$ cat config.mk
export PLATFORM = sky130hd
export DESIGN_NAME = comp_div
export DESIGN_NICKNAME = d
export VERILOG_FILES = /design/src/rtl/comp_arith_pkg.sv /design/src/rtl/udiv_step.sv /design/src/rtl/comp_div.sv
export SDC_FILE = /design/constraint.sdc
export NUM_CORES = 1
export LEC_CHECK = 0
export ABC_AREA = 0
export BUFFER_PORTS_ARGS = -buffer_cell sky130_fd_sc_hd__buf_2
export CAP_MARGIN = 20
export CORE_ASPECT_RATIO = 0.9
export CORE_MARGIN = 5
export CORE_UTILIZATION = 45
export DETAILED_ROUTE_END_ITERATION = 10
export HOLD_SLACK_MARGIN = 0.08
export PLACE_DENSITY_LB_ADDON = 0.08
export SLEW_MARGIN = 20
export SYNTH_ARGS = -nofsm -noshare
export SYNTH_HDL_FRONTEND = slang
export SYNTH_SLANG_ARGS = --single-unit
$ cat constraint.sdc
create_clock -name clk -period 8.7 [get_ports clk]
set_input_delay 0.87 -clock clk [delete_from_list [all_inputs] [get_ports clk]]
set_output_delay 0.87 -clock clk [all_outputs]
set_load 0.02 [all_outputs]
$ cat src/rtl/comp_arith_pkg.sv
// Shared definitions for the complex arithmetic datapath (comp_mul / comp_div).
// Width helpers are functions so each instance derives its sizes from its own W/FRAC.
package comp_arith_pkg;

    typedef enum logic [1:0] {
        IDLE = 2'd0,
        MUL  = 2'd1,
        DIV  = 2'd2,
        DONE = 2'd3
    } state_t;

    // numerator width: holds a_r*b_r + a_i*b_i including the -2^(W-1) corner
    function automatic int nw_of(input int w);
        return 2 * w + 1;
    endfunction

    // denominator / remainder width
    function automatic int dw_of(input int w);
        return 2 * w;
    endfunction

    // restoring-division iteration count
    function automatic int n_of(input int w, input int frac);
        return 2 * w + frac;
    endfunction

    // signed quotient width
    function automatic int qw_of(input int w, input int frac);
        return 2 * w + 1 + frac;
    endfunction

endpackage

$ cat src/rtl/udiv_step.sv
// One restoring-division iteration: shift the next dividend bit into the remainder,
// subtract the divisor when it fits, and shift the resulting quotient bit in.
module udiv_step
    import comp_arith_pkg::*;
#(
    parameter int DW = dw_of(8),
    parameter int N  = n_of(8, 0)
) (
    input  logic [DW-1:0] den,
    input  logic [DW-1:0] rem_in,
    input  logic [N-1:0]  dq_in,
    output logic [DW-1:0] rem_out,
    output logic [N-1:0]  dq_out
);

    logic [DW:0] trial;
    logic [DW:0] diff;
    logic        fits;

    // dq holds the unconsumed dividend bits at the top and the quotient bits at the bottom
    always_comb begin
        trial   = {rem_in, dq_in[N-1]};
        diff    = trial - {1'b0, den};
        fits    = (trial >= {1'b0, den});
        rem_out = fits ? diff[DW-1:0] : trial[DW-1:0];
        dq_out  = {dq_in[N-2:0], fits};
    end

endmodule

$ cat src/rtl/comp_div.sv
// Iterative complex divider q = a / b: one cycle to form numerators and denominator,
// 2W+FRAC restoring-division steps shared by real and imaginary parts, one cycle to sign.
//
// state | meaning
// IDLE  | waiting for i_en, busy low
// MUL   | numerators, signs and denominator registered
// DIV   | one quotient bit per cycle for both parts
// DONE  | signs applied, result strobed
module comp_div
    import comp_arith_pkg::*;
#(
    parameter int W    = 8,
    parameter int FRAC = 0
) (
    input  logic                          clk,
    input  logic                          rst,
    input  logic signed [W-1:0]           a_r,
    input  logic signed [W-1:0]           a_i,
    input  logic signed [W-1:0]           b_r,
    input  logic signed [W-1:0]           b_i,
    input  logic                          i_en,
    output logic                          busy,
    output logic                          o_valid,
    output logic                          div_zero,
    output logic signed [2*W+FRAC:0]      q_r,
    output logic signed [2*W+FRAC:0]      q_i
);

    localparam int NW = nw_of(W);
    localparam int DW = dw_of(W);
    localparam int N  = n_of(W, FRAC);
    localparam int QW = qw_of(W, FRAC);
    localparam int CW = $clog2(N);

    state_t state, state_nxt;

    logic signed [W-1:0] op_ar, op_ai, op_br, op_bi;
    logic [DW-1:0]       den;
    logic [DW-1:0]       rem_r, rem_i, rem_r_nxt, rem_i_nxt;
    logic [N-1:0]        dq_r, dq_i, dq_r_nxt, dq_i_nxt;
    logic                neg_r, neg_i, dz;
    logic [CW-1:0]       cnt;

    logic signed [NW-1:0] ar_x, ai_x, br_x, bi_x;
    logic signed [NW-1:0] num_r_c, num_i_c, den_c;
    logic [NW-1:0]        mag_r_c, mag_i_c;
    logic [DW-1:0]        den_w;
    logic [N-1:0]         dvd_r_c, dvd_i_c;
    logic [QW-1:0]        res_r, res_i;

    // operands are sign-extended to the numerator width before multiplying
    always_comb begin
        ar_x    = NW'(op_ar);
        ai_x    = NW'(op_ai);
        br_x    = NW'(op_br);
        bi_x    = NW'(op_bi);
        num_r_c = ar_x * br_x + ai_x * bi_x;
        num_i_c = ai_x * br_x - ar_x * bi_x;
        den_c   = br_x * br_x + bi_x * bi_x;
        den_w   = den_c[DW-1:0];
        mag_r_c = num_r_c[NW-1] ? -num_r_c : num_r_c;
        mag_i_c = num_i_c[NW-1] ? -num_i_c : num_i_c;
        dvd_r_c = N'(mag_r_c[DW-1:0]) << FRAC;
        dvd_i_c = N'(mag_i_c[DW-1:0]) << FRAC;
        res_r   = neg_r ? -{1'b0, dq_r} : {1'b0, dq_r};
        res_i   = neg_i ? -{1'b0, dq_i} : {1'b0, dq_i};
    end

    udiv_step #(.DW(DW), .N(N)) u_step_r (
        .den     (den),
        .rem_in  (rem_r),
        .dq_in   (dq_r),
        .rem_out (rem_r_nxt),
        .dq_out  (dq_r_nxt)
    );

    udiv_step #(.DW(DW), .N(N)) u_step_i (
        .den     (den),
        .rem_in  (rem_i),
        .dq_in   (dq_i),
        .rem_out (rem_i_nxt),
        .dq_out  (dq_i_nxt)
    );

    always_ff @(posedge clk) begin
        if (rst) state <= IDLE;
        else     state <= state_nxt;
    end

    always_comb begin
        state_nxt = state;
        case (state)
            IDLE:    if (i_en) state_nxt = MUL;
            MUL:     state_nxt = (den_w == '0) ? DONE : DIV;
            DIV:     if (cnt == '0) state_nxt = DONE;
            DONE:    state_nxt = IDLE;
            default: state_nxt = IDLE;
        endcase
    end

    always_comb begin
        busy = (state != IDLE);
    end

    always_ff @(posedge clk) begin
        if (rst) begin
            op_ar    <= '0;
            op_ai    <= '0;
            op_br    <= '0;
            op_bi    <= '0;
            den      <= '0;
            rem_r    <= '0;
            rem_i    <= '0;
            dq_r     <= '0;
            dq_i     <= '0;
            neg_r    <= 1'b0;
            neg_i    <= 1'b0;
            dz       <= 1'b0;
            cnt      <= '0;
            o_valid  <= 1'b0;
            div_zero <= 1'b0;
            q_r      <= '0;
            q_i      <= '0;
        end else begin
            o_valid  <= 1'b0;
            div_zero <= 1'b0;
            case (state)
                IDLE: begin
                    if (i_en) begin
                        op_ar <= a_r;
                        op_ai <= a_i;
                        op_br <= b_r;
                        op_bi <= b_i;
                    end
                end
                MUL: begin
                    den   <= den_w;
                    neg_r <= num_r_c[NW-1];
                    neg_i <= num_i_c[NW-1];
                    dq_r  <= dvd_r_c;
                    dq_i  <= dvd_i_c;
                    rem_r <= '0;
                    rem_i <= '0;
                    dz    <= (den_w == '0);
                    cnt   <= CW'(N - 1);
                end
                DIV: begin
                    rem_r <= rem_r_nxt;
                    rem_i <= rem_i_nxt;
                    dq_r  <= dq_r_nxt;
                    dq_i  <= dq_i_nxt;
                    cnt   <= cnt - CW'(1);
                end
                DONE: begin
                    // on divide-by-zero dq still holds the dividend, so force zero
                    o_valid  <= 1'b1;
                    div_zero <= dz;
                    q_r      <= dz ? '0 : res_r;
                    q_i      <= dz ? '0 : res_i;
                end
                default: ;
            endcase
        end
    end

endmodule

# After elaboration in Yosys (flattened, before gate mapping)
# Index checks and enable logic that the tools add are counted.
dict set report word_totals {
  romBits 0
  mem_count 0
  ff_bits 157
  word_cells 68
  ramBits 0
  latch_bits 0
  out_inout_bits 37
}
dict set report op_classes {
  n_eq_ne 5
  bitwise 1
  mux 18
  reduce_logical 8
  order_cmp 2
  n_div 0
  n_shift 0
  add_sub_neg 10
  n_mul 6
}
# op n
set op_table {}
lappend op_table {{$pmux 16 s2} 4}
lappend op_table {{$mul 8x8->16} 6}
lappend op_table {{$mux 17} 4}
lappend op_table {{$mux 16} 4}
lappend op_table {{$ge 17x16->1} 2}
lappend op_table {{$neg 16->17} 2}
lappend op_table {{$neg 16->16} 2}
lappend op_table {{$sub 16x16->16} 2}
lappend op_table {{$add 16x16->17} 1}
lappend op_table {{$sub 16x16->17} 1}
lappend op_table {{$add 16x16->16} 1}
lappend op_table {{$logic_not 16->1} 1}
lappend op_table {{$pmux 2 s4} 1}
lappend op_table {{$pmux 4 s2} 1}
lappend op_table {{$eq 2x2->1 const B} 2}
lappend op_table {{$logic_not 4->1} 1}
lappend op_table {{$mux 2} 2}
lappend op_table {{$ne 2x2->1 const B} 2}
lappend op_table {{$reduce_and 2->1} 2}
lappend op_table {{$reduce_bool 2->1} 2}
lappend op_table {{$sub 4x1->4 const B} 1}
lappend op_table {{$eq 2x1->1 const B} 1}
lappend op_table {{$logic_not 2->1} 1}
lappend op_table {{$mux 1} 2}
lappend op_table {{other kinds (2)} 2}

# Logic depth before layout (Yosys ltp)
# Gate-level depths: netlist (run 1).
dict set report depth {
  depth_word 5
  ltp_mapped 26
  ltp_nobuf 23
}

# Modules after synthesis
# Synthesis (run 1) repeated with hierarchy kept, for this count alone.
dict set report hier_totals {
  hier_cells 2873
  area_unflattened_um2 24895.1
}
# module area_each_um2 seq_area_each_um2 cells_each instances
set by_module_without_submodules {}
lappend by_module_without_submodules {comp_div 22390.2 3143.0 2523 1}
lappend by_module_without_submodules {udiv_step 1252.5 0.0 175 2}

# Worst setup path after synthesis (run 1)
# No wires, ideal clock.
dict set report synth_timing {
  kind {register -> register}
  startpoint {register op_br[7]}
  endpoint {register dq_r[15]}
  setup_slack_ps 2416
  setup_ps 117
  required_ps 8583
  arrival_time_ps 6167
  path_stages_with_launch 22
  path_cell_list {dfxtp_1 -> clkinv_1 -> clkbuf_1 -> nor2_1 -> fa_1 -> fa_1 -> fa_1 -> fa_1 -> fa_1 -> inv_1 -> fa_1 -> inv_1 -> ha_1 -> buf_1 -> nand2_1 -> o311a_1 -> a211o_1 -> xnor2_1 -> or2_1 -> o41ai_2 -> mux2i_1 -> a32o_1}
}
dict set report synth_between {
  elab_chain_len 5
}
# element line_no
set synth_rtl {}
lappend synth_rtl {{start, declared} comp_div.sv:37} ;# logic signed [W-1:0] op_ar, op_ai, op_br, op_bi;
lappend synth_rtl {{start signal, assigned} comp_div.sv:132} ;# op_br <= b_r;
lappend synth_rtl {{$mul 8x8->16 (*)} comp_div.sv:57} ;# num_r_c = ar_x * br_x + ai_x * bi_x;
lappend synth_rtl {{$add 16x16->17 (*)} comp_div.sv:57}
lappend synth_rtl {{$neg 16->16} comp_div.sv:61} ;# mag_r_c = num_r_c[NW-1] ? -num_r_c : num_r_c;
lappend synth_rtl {{$mux 16 (*)} comp_div.sv:61}
lappend synth_rtl {{$pmux 16 s2 (*)} comp_div.sv:127} ;# case (state)
lappend synth_rtl {{end signal, assigned} comp_div.sv:140} ;# dq_r <= dvd_r_c;
lappend synth_rtl {{end signal, assigned} comp_div.sv:150} ;# dq_r <= dq_r_nxt;
lappend synth_rtl {{end, declared} comp_div.sv:40} ;# logic [N-1:0] dq_r, dq_i, dq_r_nxt, dq_i_nxt;
# Mark *: on every way between the ends. The rest lies on a longest branch, timed or not.
# A chain may end at the register's enable or synchronous reset.

# Worst setup path after layout (run 1)
dict set report layout_timing {
  startpoint {register op_bi[2]}
  endpoint {register dq_i[9]}
}
dict set report layout_between {
  elab_chain_len 5
}
# element line_no
set layout_rtl {}
lappend layout_rtl {{start, declared} comp_div.sv:37}
lappend layout_rtl {{start signal, assigned} comp_div.sv:133} ;# op_bi <= b_i;
lappend layout_rtl {{$mul 8x8->16 (*)} comp_div.sv:58} ;# num_i_c = ai_x * br_x - ar_x * bi_x;
lappend layout_rtl {{$sub 16x16->17 (*)} comp_div.sv:58}
lappend layout_rtl {{$neg 16->16} comp_div.sv:62} ;# mag_i_c = num_i_c[NW-1] ? -num_i_c : num_i_c;
lappend layout_rtl {{$mux 16 (*)} comp_div.sv:62}
lappend layout_rtl {{$pmux 16 s2 (*)} comp_div.sv:127}
lappend layout_rtl {{end signal, assigned} comp_div.sv:141} ;# dq_i <= dvd_i_c;
lappend layout_rtl {{end signal, assigned} comp_div.sv:151} ;# dq_i <= dq_i_nxt;
lappend layout_rtl {{end, declared} comp_div.sv:40}
# Marks and branches as above.

==> impl_metrics.toml, run 1 <==
[worst_setup_path]
cp.arrival_ns = 7.84
cp-start-kind = "flop"
end_kind = "flop"
crit_chain = "inv_1 -> nor2_1 -> fa_1 -> inv_1 -> fa_1 -> inv_1 -> fa_1 -> fa_1 -> inv_1 -> fa_1 -> inv_1 -> fa_1 -> inv_1 -> ha_1 -> a21o_1 -> a21o_1 -> a21oi_1 -> o21ai_1 -> xnor2_1 -> nor3_1 -> o311ai_0 -> a21oi_1"
worstPathMaxFanout = 24
slowest_delay_ns = 1.00
path_class = "flop to flop"
cp_num_buf_inv = 6
critical-path-slowest-cell = "dfxtp_1"
required_ns = 9.03
cpLargestDelayFamily = "adder cells"

[synth]
synth_seq_cells = 157
synth_area_um2 = 24300
ys_top_cells_by_area = "fa_1 33%, dfxtp_1 13%, ha_1 11%"
synth-warning-count = 0
synth_flop_cell = "dfxtp_1"
synth_cell_types = 77
synth_edf_count = 0
syn_avg_cell_area_um2 = 8.72
synth_cells = 2785
syn_nets = 3422
synth.yosys.seq_area_share_pct = 12.9
post-synth-top-area-cell = "fa_1"
synthArstFlopShare_pct = 0
synth_top_area_share_pct = 32.6
synth.top_cells.by_count = "506 x inv_1, 396 x fa_1, 261 x nand2_1"
yosysMostFrequentCell = "inv_1"

[run]
drv_cap = 0

[sta]
slew_headroom_pct = 30.4
rsz0062_at_grt = "false"
max_freq_mhz = 133
clock_skew_ns = 0.0247
hold_viol = 0
period_minus_slack_ns = 7.51
fin_crit_sh_pct = 86.4
setup_viol = 0
final_max_slew_viol_count = 0
worst_pin_slew_ns = 1.04
fin_tns_setup_ns = 0

[cts]
hold_buffers = 0
cts_tree = "done"
cts.sinks = 157
clk_pin_slew_ns = 0.08
clockBufferDepth = 2
worstSkewPairLatency_ns = 0.49
post_cts_buffers = 0
root_buffer = "clkbuf_16"
htreeDepth = 4
post_cts_resize_count = 0
cts_made_buffers = 17

[floorplanning]
coreArea_um2 = 53300
fp.dieH_um = 230
ioPinCount = 72
die_width_um = 255
rows = 80
die-area_um2 = 58700
start_util_pct = 45.6

[finish]
layout-drive-gt1-share_pct = 5.55
nets = 3418
antenna_cells = 0
nFillCells = 5209
area_growth_pct = 6.46

[route]
vias = 18000
avgViaCountPerCell = 5.17
route.detailed.drc = 0
routed_wl_mm = 60.0
antenna_left = 0
drtIter0Drc = 1009
firstDrtPassIters = 7
avgRoutedWirePerCell_um = 17.2

[grt]
grt_usage_pct = 21.2
grt_pass1_wl_mm = 100
grt_max_degree = 76
grt_pass1_vias = 18700
overflow = 0
antenna_found_initial = 0

[place]
dpl.hpwl_mm = 47.3
portBuffers = 71
routabilityCongestion = 0.882

[worst_hold_path]
hold_class = "flop to flop"

[outcome]
outcome = "finished, final reports clean"
==> flip-flops by register name (all words and copies together), names as in the netlist <==
register,flops
op_ai,8
dq_i,16
dz,1
den,16
div_zero,1
dq_r,16
op_br,8
q_r,17
neg_i,1
cnt,4
q_i,17
op_ar,8
state,2
neg_r,1
rem_i,16
rem_r,16
op_bi,8
o_valid,1
==> routing by layer <==
metal	GRT usage, %	vias to the layer above	wire [um]
li1	-	8751	-
met1	31.3	8915	29200
met2	33.8	338	27600
met3	3.03	38	2530
met4	3.57	0	602
met5	0	-	0
==> kinds of logic after synthesis <==
family                     share of synthesized area (%)
DFF                                                 12.9
AOI/OAI and AO/OA                                   10.0
and+or+nand+nor                                     17.0
muxes                                               2.08
xor gates and xnor gates                            4.90
buffers and inverters                               9.76
adders and majority gates                           43.3
==> final timing paths <==
path | startpoint | end | slack [ns] | cells past startpoint
max | op_bi[2] | dq_i[9] | 1.19 | 22
min | rem_r[15] | rem_r[15] | 0.45 | 2
max reg2reg | op_bi[2] | dq_i[9] | 1.19 | 22
min reg2reg | rem_r[15] | rem_r[15] | 0.45 | 2
==> metrics by stage <==
step	hold WS [ns]	instance area [um2]	setup WS (ns)	util, %	cells
CTS	0.461	25900	1.23	48.6	3491
finish	0.452	25900	1.19	48.6	3491
detailed placement	0.445	25300	1.27	47.4	3459
floorplan	0.426	24300	2.42	-	2785
global route	0.488	25900	0.741	48.6	3491
global placement	0.439	25200	1.47	47.4	3459
==> area by class of cell <==
type / count / area (um2) / area share (%)
inverters: 508 / 1910 / 7.38
clock buffers: 17 / 425 / 1.65
repair buffers: 95 / 538 / 2.08
multi-input cells: 2002 / 18800 / 72.7
clock inverters: 15 / 174 / 0.673
flip-flops and latches: 157 / 3140 / 12.2
well taps: 697 / 872 / 3.37
==> cell usage in the layout, fill, tap and decap left out, types with 60 or more instances in the layout <==
master   instances
ha_1           206
a21oi_1        132
buf_2           70
dfxtp_1        157
fa_1           396
inv_1          506
xnor2_1        100
o21ai_0         89
nand2_1        260
and2_1         175
nor2b_1         60
nor2_1         146
==> worst min-delay path, cell delays in order, from the launching register on <==
cell,delay (ns)
dfxtp_1,0.32
nand2_1,0.04
o21ai_0,0.05
Power of run 1 is left out: the tool's default activity adds up to more than one toggle a clock period on the data nets, which glitch-free logic cannot reach.
==> inputs of run 2 (changes only) <==
CTS_BUF_LIST = sky130_fd_sc_hd__clkbuf_4   (was unset)
SYNTH_HIERARCHICAL = 1   (was unset)
==> run 2 against run 1 <==
Clock skew up 0.043 ns. Wire length grew 0.94%. Fmax up 0.59%. Non-clock buffer count is 3 higher. Worst hold slack got worse by 0.14 ns. Clock-buffer cell count did not move. Global-route usage decreased by 0.12 points. Cell count is 1.8% higher. Sequential cell count did not move. Via count up 0.59%.
==> impl_metrics.toml, run 2 <==
[worst_hold_path]
hold_class = "input port to flop"
hold_start = "b_r[0]"

[synth]
syn_nets = 3511
post-synth-top-area-cell = "fa_1"
synth.yosys.seq_area_share_pct = 12.6
syn_avg_cell_area_um2 = 8.67
synth_flop_cell = "dfxtp_1"
yosysMostFrequentCell = "inv_1"
synth_cell_types = 82
synth_edf_count = 0
synth-warning-count = 6
synth_top_area_share_pct = 31.6
synthArstFlopShare_pct = 0
synth.top_cells.by_count = "540 x inv_1, 393 x fa_1, 225 x nand2_1"
synth_cells = 2873
synth_seq_cells = 157
synth_area_um2 = 24900
ys_top_cells_by_area = "fa_1 32%, dfxtp_1 13%, ha_1 11%"

[sta]
rsz0062_at_grt = "false"
hold_viol = 0
final_max_slew_viol_count = 0
fin_crit_sh_pct = 85.9
fin_tns_setup_ns = 0
slew_headroom_pct = 31.4
worst_pin_slew_ns = 1.03
clock_skew_ns = 0.0681
setup_viol = 0
period_minus_slack_ns = 7.47
holdWs_ns = 0.317
max_freq_mhz = 134

[cts]
post_cts_buffers = 0
cts_tree = "done"
htreeDepth = 4
clk_pin_slew_ns = 0.22
worstSkewPairLatency_ns = 0.76
post_cts_resize_count = 0
cts_made_buffers = 17
root_buffer = "clkbuf_4"
cts.sinks = 157
hold_buffers = 0
clockBufferDepth = 2

[place]
dpl.hpwl_mm = 47.2
routabilityCongestion = 0.829
portBuffers = 71

[finish]
regArea_um2 = 3140
nets = 3470
area_growth_pct = 3.98
final_common_cell = "inv_1"
top_regs = "q_i (17), q_r (17)"
layout-drive-gt1-share_pct = 6.92
utilization_pct = 47.5
nFillCells = 5419
multi_input_area_um2 = 19000
layout_common_cells = "540 x inv_1, 393 x fa_1, 224 x nand2_1"

[route]
drtIter0Drc = 959
vias = 18100
routed_wl_mm = 60.5
firstDrtPassIters = 5
avgViaCountPerCell = 5.11
antenna_left = 0
avgRoutedWirePerCell_um = 17.0
route.detailed.drc = 0

[worst_setup_path]
end_kind = "flop"
r2r_start = "op_ai[7]"
path_class = "flop to flop"
required_ns = 9.35
r2r_slack_ns = 1.23
cp-start-kind = "flop"
worstPathMaxFanout = 17
cp.arrival_ns = 8.13
crit_start = "op_ai[7]"

[floorplanning]
die-area_um2 = 60100
coreArea_um2 = 54500
fp.dieH_um = 233
start_util_pct = 45.7
ioPinCount = 72
die_width_um = 258
rows = 81

[run]
drv_cap = 0

[grt]
overflow = 0
grt_pass1_wl_mm = 102
grt_usage_pct = 21.0
antenna_found_initial = 2
grt_max_degree = 86
grt_pass1_vias = 18900

[outcome]
outcome = "finished, final reports clean"
## run 2: changes by cell type after synthesis, sizes merged, moves of 13 or more
cell / previous run / this run
inv: 506 / 540
nand2: 261 / 225
nor2: 147 / 220
o21ai: 96 / 71
a21oi: 132 / 147
nor2b: 61 / 48
buf: 18 / 48
a22oi: 4 / 32
mux2i: 47 / 26
nor3: 45 / 25
## run 2: stage by stage
step / setup WS [ns] / instance area [um2] / cells
2_1_floorplan: 2.13 / 24900 / 2873
3_3_place_gp: 1.42 / 25600 / 3518
3_5_place_dp: 1.30 / 25600 / 3518
4_1_cts: 1.21 / 25900 / 3550
5_1_grt: 0.765 / 25900 / 3554
6_report: 1.23 / 25900 / 3554
## run 2: layout make-up
| type | count | area share, % |
|---|---|---|
| clock buffers | 17 | 0.493 |
| well taps | 705 | 3.41 |
| flip-flops and latches | 157 | 12.1 |
| repair buffers | 98 | 2.17 |
| diodes | 4 | 0.0387 |
| inverters | 541 | 7.85 |
| clock inverters | 15 | 0.677 |
| multi-input cells | 2017 | 73.2 |
## run 2: critical path, stage by stage, from the launching register on
cell      delay (ns)
dfxtp_1         0.77
and2_1          0.58
inv_1           0.13
fa_1            0.48
fa_1            0.52
inv_1           0.05
fa_1            0.56
fa_1            0.44
fa_1            0.49
inv_1           0.05
fa_1            0.52
inv_1           0.04
ha_1            0.35
o21ai_1         0.22
a21oi_1         0.09
nand2b_1        0.15
a31oi_1         0.20
xor2_1          0.38
nor4b_4         0.30
a31oi_1         0.18
and3_1          0.21
or4_1           0.50
o22ai_1         0.15
## run 2: path summary, 6_finish.rpt
check	to	cells past startpoint
setup reg to reg	dq_r[15]	22
hold / removal	op_br[0]	3
setup / recovery	dq_r[15]	22
hold reg to reg	q_i[16]	2
## run 2: logic make-up (layout without fill, tap and decap cells)
group / after synthesis / after routing / share of synthesized area, %
and+or+nand+nor: 836 / 836 / 16.8
buffers and inverters: 699 / 671 / 11.3
adders and majority gates: 603 / 603 / 42.2
AOI/OAI and AO/OA: 395 / 395 / 10.4
DFF: 157 / 157 / 12.6
xor gates and xnor gates: 149 / 149 / 5.27
muxes: 34 / 34 / 1.44
other: 0 / 4 / 0
## run 2: metal layers
layer / track usage, % / vias to the layer above / routed length (um)
li1: - / 8860 / -
met1: 31.5 / 8978 / 30100
met2: 33.5 / 280 / 27600
met3: 2.83 / 31 / 2340
met4: 3.19 / 0 / 479
met5: 0 / - / 0
Power of run 2 is left out for the same reason.
